$ cat config.mk
export PLATFORM = sky130hd
export DESIGN_NAME = contar_ciclos
export DESIGN_NICKNAME = d
export VERILOG_FILES = /design/src/rtl/contar_ciclos.sv
export SDC_FILE = /design/constraint.sdc
export NUM_CORES = 1
export LEC_CHECK = 0
export BUFFER_PORTS_ARGS = -buffer_cell sky130_fd_sc_hd__buf_2
export CORE_UTILIZATION = 57
export DETAILED_ROUTE_END_ITERATION = 16
export PLACE_DENSITY_LB_ADDON = 0.1
export SYNTH_ARGS = -nofsm -noshare
export SYNTH_HDL_FRONTEND = slang
export SYNTH_SLANG_ARGS = --single-unit
$ cat constraint.sdc
create_clock -name clk -period 3.6 [get_ports clk]
set_clock_uncertainty 0.05 [all_clocks]
set_input_delay 0.18 -clock clk [delete_from_list [all_inputs] [get_ports clk]]
set_output_delay 0.18 -clock clk [all_outputs]
set_load 0.005 [all_outputs]
$ cat src/rtl/contar_ciclos.sv
// Programmable tick counter: counts `limit` prescaled ticks after an `init` strobe,
// one-shot or periodic, with hold, abort, live count, a `done` pulse and a sticky CN flag.
//
// state | meaning
// IDLE  | waiting for init; CN keeps the result of the last run
// RUN   | prescaler and tick count advancing toward lim_q
module contar_ciclos #(
    parameter int WIDTH    = 17,
    parameter int PRESCALE = 1,
    parameter int PRE_W    = 8
) (
    input  logic             clk,
    input  logic             rst,
    input  logic             init,
    input  logic [WIDTH-1:0] limit,
    input  logic             mode,
    input  logic             hold,
    input  logic             abort,
    output logic             busy,
    output logic             done,
    output logic             CN,
    output logic [WIDTH-1:0] count
);

    typedef enum logic {
        IDLE = 1'b0,
        RUN  = 1'b1
    } state_t;

    localparam logic [PRE_W-1:0] PRE_LAST = PRE_W'(PRESCALE - 1);

    state_t           state_q, state_d;
    logic [PRE_W-1:0] pre_q, pre_d;
    logic [WIDTH-1:0] lim_q, lim_d;
    logic             mode_q, mode_d;
    logic [WIDTH-1:0] count_d;
    logic             busy_d, done_d, cn_d;
    logic             tick;
    logic [WIDTH-1:0] lim_last;

    assign tick     = (pre_q == PRE_LAST);
    assign lim_last = lim_q - WIDTH'(1);

    always_ff @(posedge clk or negedge rst) begin
        if (!rst) begin
            state_q <= IDLE;
            pre_q   <= '0;
            lim_q   <= '0;
            mode_q  <= 1'b0;
            count   <= '0;
            busy    <= 1'b0;
            done    <= 1'b0;
            CN      <= 1'b0;
        end else begin
            state_q <= state_d;
            pre_q   <= pre_d;
            lim_q   <= lim_d;
            mode_q  <= mode_d;
            count   <= count_d;
            busy    <= busy_d;
            done    <= done_d;
            CN      <= cn_d;
        end
    end

    // Priority: abort, then init, then hold, then counting.
    always_comb begin
        state_d = state_q;
        pre_d   = pre_q;
        lim_d   = lim_q;
        mode_d  = mode_q;
        count_d = count;
        busy_d  = busy;
        cn_d    = CN;
        done_d  = 1'b0;

        if (abort) begin
            state_d = IDLE;
            pre_d   = '0;
            count_d = '0;
            busy_d  = 1'b0;
            cn_d    = 1'b0;
        end else if (init) begin
            lim_d   = limit;
            mode_d  = mode;
            count_d = '0;
            pre_d   = '0;
            cn_d    = 1'b0;
            if (limit != '0) begin
                state_d = RUN;
                busy_d  = 1'b1;
            end else begin
                // A zero-length interval completes on the init edge itself.
                state_d = IDLE;
                busy_d  = 1'b0;
                done_d  = 1'b1;
                cn_d    = 1'b1;
            end
        end else if (state_q == RUN && !hold) begin
            if (tick) begin
                pre_d = '0;
                if (count == lim_last) begin
                    count_d = '0;
                    done_d  = 1'b1;
                    cn_d    = 1'b1;
                    if (!mode_q) begin
                        state_d = IDLE;
                        busy_d  = 1'b0;
                    end
                end else begin
                    count_d = count + WIDTH'(1);
                end
            end else begin
                pre_d = pre_q + PRE_W'(1);
            end
        end
    end

endmodule

==> flow_metrics.py, run 1 <==
metrics = {
    "finish": {
        "synthToLayoutAreaGrowth_pct": 14.58,
        "fillers": 387,
        "regArea_mm2": 0.001151,
        "multiInputGateArea_mm2": 0.001546,
        "layout.nets": 361,
        "antenna_cells": 0,
        "drive_gt1_frac": 0.2418,
        "fin_cells": 402,
    },
    "flow_run": {
        "cap_violations": 0,
    },
    "logic_synthesis": {
        "synth_edf_count": 0,
        "syn_area_per_cell_um2": 9.525,
        "synth_cells": 292,
        "syn_nets": 319,
        "ys.flop_type": "dfrtp_1",
        "syn_area_mm2": 0.002781,
        "synth-seq-area-share": 0.4139,
        "async_flop_share": 1.000,
        "yosysWarnings": 0,
        "ys_seq_elements": 46,
        "yosysUniqueCellTypes": 53,
    },
    "setup_path": {
        "worstPathRequired_ps": 3740,
        "critical_path.startpoint_type": "register",
        "crit_family": "simple AND/OR/NAND/NOR gates",
        "critPathMaxFanout": 15,
        "end_kind": "register",
        "cp_cell_sequence": "inv_1, ha_1, nor3b_2, nand3_1, a2111o_1, nor4_1, o2111ai_1, o31ai_4, buf_4, nor2_1",
        "slowest_stage": "a2111o_1",
        "critPathKind": "register to register",
        "cp.arrival_ps": 3290,
        "slowest_delay_ps": 440,
        "crit_buf_inv": 2,
    },
    "global_route": {
        "overflow": 0,
        "grt_max_degree": 47,
        "track_usage": 0.2507,
        "antenna_found_initial": 0,
        "grt_pass1_wl_um": 9942,
        "grt_pass1_vias": 2026,
    },
    "drt": {
        "drt_iter0_markers": 179,
        "dr.pass1.iters": 10,
        "wl_per_cell_um": 14.95,
        "num_vias": 2264,
        "drcViolationCount": 2,
        "via_per_inst": 5.632,
        "postRouteAntennaNets": 0,
        "wl_um": 6010,
    },
    "cts": {
        "clk_root_buffer_cell": "clkbuf_8",
        "cts.clk_slew.worst_paths_ps": 80,
        "htreeDepth": 2,
        "cts.sinks": 46,
        "cts.path.max_buffers": 2,
        "cts_buffers": 5,
        "clock_latency_ps": 290,
        "postCtsSetupRepairBufs": 0,
        "cts_hold_buf": 0,
        "cts_resized": 0,
        "cts_tree": "built",
    },
    "die": {
        "start_util": 0.5889,
        "io_pins": 43,
        "die_area_mm2": 0.005163,
        "core_mm2": 0.004723,
        "die_height_um": 71.86,
        "die_w_um": 71.86,
        "rows": 25,
    },
    "pwr": {
        "switchingPower_mw": 0.3155,
        "clkPwrFrac": 0.373,
        "irDropWorstVdd_mv": 0.2141,
        "power_density_mw_per_mm2": 391.5,
        "combPwrFrac": 0.149,
        "seqPwrFrac": 0.478,
        "leakage_nw": 1.350,
        "power.share.switching": 0.2529,
        "p_int_mw": 0.9320,
    },
    "placement": {
        "gp_congestion": 0.8024,
        "dp_hpwl_um": 4460,
        "dp_cells": 394,
        "io_buffers": 42,
    },
    "run_status": {
        "status": "complete, but fails checks",
        "violations": "design-rule violations",
    },
    "sta": {
        "clock.fmax_mhz": 316.6,
        "slew_headroom": 0.3247,
        "hold_violations": 0,
        "finalCriticalPeriod_ps": 3158,
        "slew_viol_final": 0,
        "period_share": 0.8773,
        "rsz0062_at_grt": "no",
        "worstMarginPinSlew_ps": 1013,
        "timing.setup.tns_ps": 0,
        "finalSetupViolations": 0,
    },
    "hold_path": {
        "hold_class": "input pin to async pin",
    },
}
cell usage in the layout, fill, tap and decap left out, drive strengths merged, types with 5 or more instances in the layout:
| cell | count |
|---|---|
| xnor2 | 18 |
| o21ai | 10 |
| xor2 | 21 |
| and3 | 5 |
| nand2 | 25 |
| dfrtp | 46 |
| mux2 | 16 |
| or4 | 5 |
| inv | 8 |
| nor3 | 10 |
| nor2 | 35 |
| buf | 45 |
| nor4 | 13 |
| nand4 | 7 |
| nand3 | 14 |
| clkbuf | 6 |
metal layers:
| metal | vias to the layer above | track usage | routed length (µm) |
|---|---|---|---|
| li1 | 1124 | - | - |
| met1 | 1093 | 0.3653 | 2880 |
| met2 | 41 | 0.3805 | 2807 |
| met3 | 6 | 0.04360 | 248 |
| met4 | 0 | 0.08497 | 73 |
| met5 | - | 0 | 0 |
cell families after synthesis:
logic type      synth area share
simple gates              0.2569
flops                     0.4139
xor+xnor                  0.1228
compound gates           0.09357
buf+inv                  0.03014
mux                      0.06478
fa+ha+maj                0.01799
registers in the layout, indices dropped and copies added, names as in the netlist:
| register | flops |
|---|---|
| count | 17 |
| lim_q | 17 |
| pre_q | 8 |
| CN | 1 |
| done | 1 |
| mode_q | 1 |
| state_q | 1 |
stage by stage:
stage | power [mW] | area [µm²] | setup WS [ps] | utilization | hold slack [ps]
after floorplan | 0.7337 | 2781 | 727.2 | - | -165.6
final | 1.248 | 3187 | 441.8 | 0.6747 | 1.097
after global routing | 1.306 | 3187 | 191.3 | 0.6747 | 25.45
after detailed placement | 0.7922 | 3044 | 498.1 | 0.6445 | 342.1
after CTS | 1.259 | 3187 | 450.6 | 0.6747 | 27.56
after global placement | 0.7883 | 3044 | 586.2 | 0.6445 | 344.5
final timing paths:
check                         start        end  slack (ps)  cells after the start
min in group clk              abort       done          40                      2
max in group asynchronous       rst  lim_q[11]        2870                      1
setup reg to reg           lim_q[0]  count[16]         440                     10
hold / removal                  rst     mode_q           1                      1
hold reg to reg                  CN         CN         460                      1
setup / recovery           lim_q[0]  count[16]         440                     10
area by class of cell:
type / instances / area share
tap: 67 / 0.02631
sequential: 46 / 0.3612
clock buffer: 6 / 0.02591
inverter: 8 / 0.009423
multi-input combinational: 228 / 0.4853
clock inverter: 2 / 0.01885
timing repair buffer: 45 / 0.07303
synthesized netlist by cell type (3+ instances only):
| master | number | share of area |
|---|---|---|
| nor2_1 | 35 | 0.047 |
| or4_1 | 4 | 0.011 |
| dfrtp_1 | 46 | 0.41 |
| mux2_2 | 16 | 0.065 |
| clkbuf_1 | 6 | 0.0081 |
| nand4_1 | 7 | 0.016 |
| nand2_1 | 25 | 0.034 |
| nor4_1 | 12 | 0.027 |
| xor2_1 | 21 | 0.066 |
| ha_1 | 4 | 0.018 |
| xnor2_1 | 18 | 0.057 |
| nand3_1 | 14 | 0.025 |
| o21ai_0 | 10 | 0.018 |
| and3_1 | 5 | 0.011 |
| or3_1 | 3 | 0.0067 |
| nand2b_1 | 3 | 0.0067 |
| nor3_1 | 10 | 0.018 |
| inv_1 | 8 | 0.011 |
| a21oi_1 | 3 | 0.0054 |
power groups by stage:
stage          Clock (mW)  Combinational, mW  Sequential (mW)
5_1_grt             0.496              0.206            0.604
4_1_cts             0.476              0.186            0.597
3_3_place_gp            0              0.182            0.607
3_5_place_dp            0              0.185            0.607
6_report            0.465              0.186            0.597
2_1_floorplan           0              0.144            0.590
(Power assumes the default switching activity.)
==> inputs of run 2 (changes only) <==
- CORE_UTILIZATION: 57 -> 53
- SLEW_MARGIN: default -> 10
==> run 2 against run 1 <==
Net effect: the run ends with negative hold slack left; register-to-register slack got worse by 130 ps; setup slack lost 130 ps; fmax down 4.0%; count of clock-buffer cells in the layout increased by 1; clock power is 30% lower; sequential cell count unchanged; final cell count grew 1.0%; highest routed layer unchanged; utilization decreased by 5.5 points; global-route usage down 1.7 points; power decreased by 11%; sequential share of layout area increased by 0.46 points; design area is 1.3% lower.
==> flow_metrics.py, run 2 (synthesis gave the netlist of run 1 again) <==
metrics = {
    "setup_path": {
        "slowest_stage": "dfrtp_1",
        "end_kind": "register",
        "cp_cell_sequence": "inv_1, ha_1, nor3b_2, nand3_1, a2111o_1, nor4_1, o2111ai_1, o31ai_4, buf_4, nor2_1",
        "critical_path.startpoint_type": "register",
        "crit_start": "lim_q[0]",
        "r2r-start": "lim_q[0]",
        "cp.arrival_ps": 3430,
        "worstPathRequired_ps": 3740,
        "slowest_delay_ps": 440,
        "critPathKind": "register to register",
        "critPathMaxFanout": 15,
    },
    "sta": {
        "finalCriticalPeriod_ps": 3291,
        "rsz0062_at_grt": "no",
        "worstMarginPinSlew_ps": 1002,
        "timing.setup.tns_ps": 0,
        "slew_viol_final": 0,
        "hold_violations": 1,
        "period_share": 0.9142,
        "clock.fmax_mhz": 303.9,
        "slew_headroom": 0.3321,
        "hold_ws_ps": -3.403,
        "finalSetupViolations": 0,
    },
    "drt": {
        "via_per_inst": 5.709,
        "drt_iter0_markers": 129,
        "postRouteAntennaNets": 0,
        "wl_um": 6114,
        "wl_per_cell_um": 15.06,
        "num_vias": 2318,
        "dr.pass1.iters": 6,
        "drcViolationCount": 0,
    },
    "placement": {
        "gp_congestion": 0.7983,
        "dp_hpwl_um": 4626,
        "place_area_mm2": 0.003055,
        "io_buffers": 42,
    },
    "finish": {
        "drive_gt1_frac": 0.2411,
        "layout.nets": 362,
        "largestRegisters": "count x17, lim_q x17, pre_q x8",
        "final_util": 0.6201,
        "fillers": 471,
        "final_common_cell": "dfrtp_1",
        "synthToLayoutAreaGrowth_pct": 13.14,
        "final_cell_mix": "dfrtp_1, buf_2, nor2_1, nand2_1, xor2_1",
        "fin_area_mm2": 0.003147,
        "antenna_cells": 0,
    },
    "cts": {
        "cts_buffers": 5,
        "postCtsSetupRepairBufs": 0,
        "cts.sinks": 46,
        "clk_root_buffer_cell": "clkbuf_8",
        "htreeDepth": 2,
        "cts.path.max_buffers": 2,
        "cts_resized": 0,
        "clock_latency_ps": 300,
        "cts.clk_slew.worst_paths_ps": 80,
        "cts_tree": "built",
        "cts_hold_buf": 0,
    },
    "global_route": {
        "grt_pass1_wl_um": 9715,
        "overflow": 0,
        "grt_max_degree": 47,
        "grt_pass1_vias": 2005,
        "antenna_found_initial": 0,
        "track_usage": 0.2336,
    },
    "die": {
        "core_mm2": 0.005075,
        "die_area_mm2": 0.005541,
        "die_height_um": 74.44,
        "rows": 26,
        "start_util": 0.5481,
        "die_w_um": 74.44,
        "io_pins": 43,
    },
    "run_status": {
        "violations": "negative hold slack",
        "status": "complete, but fails checks",
    },
    "pwr": {
        "clkPwrFrac": 0.292,
        "p_total_mw": 1.109,
        "irDropWorstVdd_mv": 0.2075,
        "leakage_nw": 1.331,
        "combPwrFrac": 0.167,
        "switchingPower_mw": 0.3171,
        "power.share.switching": 0.2859,
        "p_int_mw": 0.7919,
        "power_density_mw_per_mm2": 352.4,
        "seqPwrFrac": 0.541,
    },
    "flow_run": {
        "cap_violations": 0,
    },
    "hold_path": {
        "hold_class": "input pin to async pin",
    },
}
==> run 2: cell types whose count changed in the layout (fill, tap and decap cells not counted), sizes merged <==
| cell | delta |
|---|---|
| buf | +1 |
| clkinv | +1 |
| clkbuf | +1 |
| bufinv | -2 |
==> run 2: final cells by class <==
| type | count | area, µm² | area share |
|---|---|---|---|
| Sequential cell | 46 | 1151 | 0.3658 |
| Clock buffer | 7 | 86.33 | 0.02744 |
| Inverter | 8 | 30.03 | 0.009543 |
| Tap cell | 70 | 87.58 | 0.02783 |
| Multi-Input combinational cell | 228 | 1546 | 0.4914 |
| Clock inverter | 1 | 5.005 | 0.001590 |
| Timing Repair Buffer | 46 | 240.2 | 0.07634 |
==> run 2: path summary, 6_finish.rpt <==
check | cells past startpoint | slack, ps | to
worst max-delay path | 10 | 310 | count[6]
worst min-delay path | 1 | -3 | lim_q[7]
worst max register to register | 10 | 310 | count[6]
worst min register to register | 1 | 470 | CN
max in group asynchronous | 1 | 2890 | count[3]
min in group clk | 3 | 40 | lim_q[1]
==> run 2: power by group through the flow <==
stage	clock network, mW	logic (mW)	registers, mW
detailed placement	0	0.185	0.610
global route	0.352	0.206	0.608
global placement	0	0.183	0.609
floorplan	0	0.144	0.590
finish	0.324	0.185	0.600
CTS	0.329	0.186	0.599
==> run 2: per-layer routing <==
metal	vias up	GRT usage	share of wire
met4	0	0.06080	0.0093
met3	5	0.04065	0.043
li1	1129	-	-
met1	1139	0.3446	0.49
met2	45	0.3554	0.46
met5	-	0	0
==> run 2: metrics by stage <==
step	setup WS, ps	std cells
after floorplan	727.2	292
after global placement	431.7	398
after detailed placement	391.5	398
after CTS	339.2	406
after global routing	90.12	406
final	309.0	406
==> run 2: critical path: cells and delay by family, from the launching register on <==
| family | cells | cell delay [ps] |
|---|---|---|
| AND/OR/NAND/NOR | 4 | 1090 |
| AO/OA/AOI/OAI | 3 | 1040 |
| flip-flops | 1 | 440 |
| buffers and inverters | 2 | 340 |
| adder cells (fa/ha/maj) | 1 | 210 |
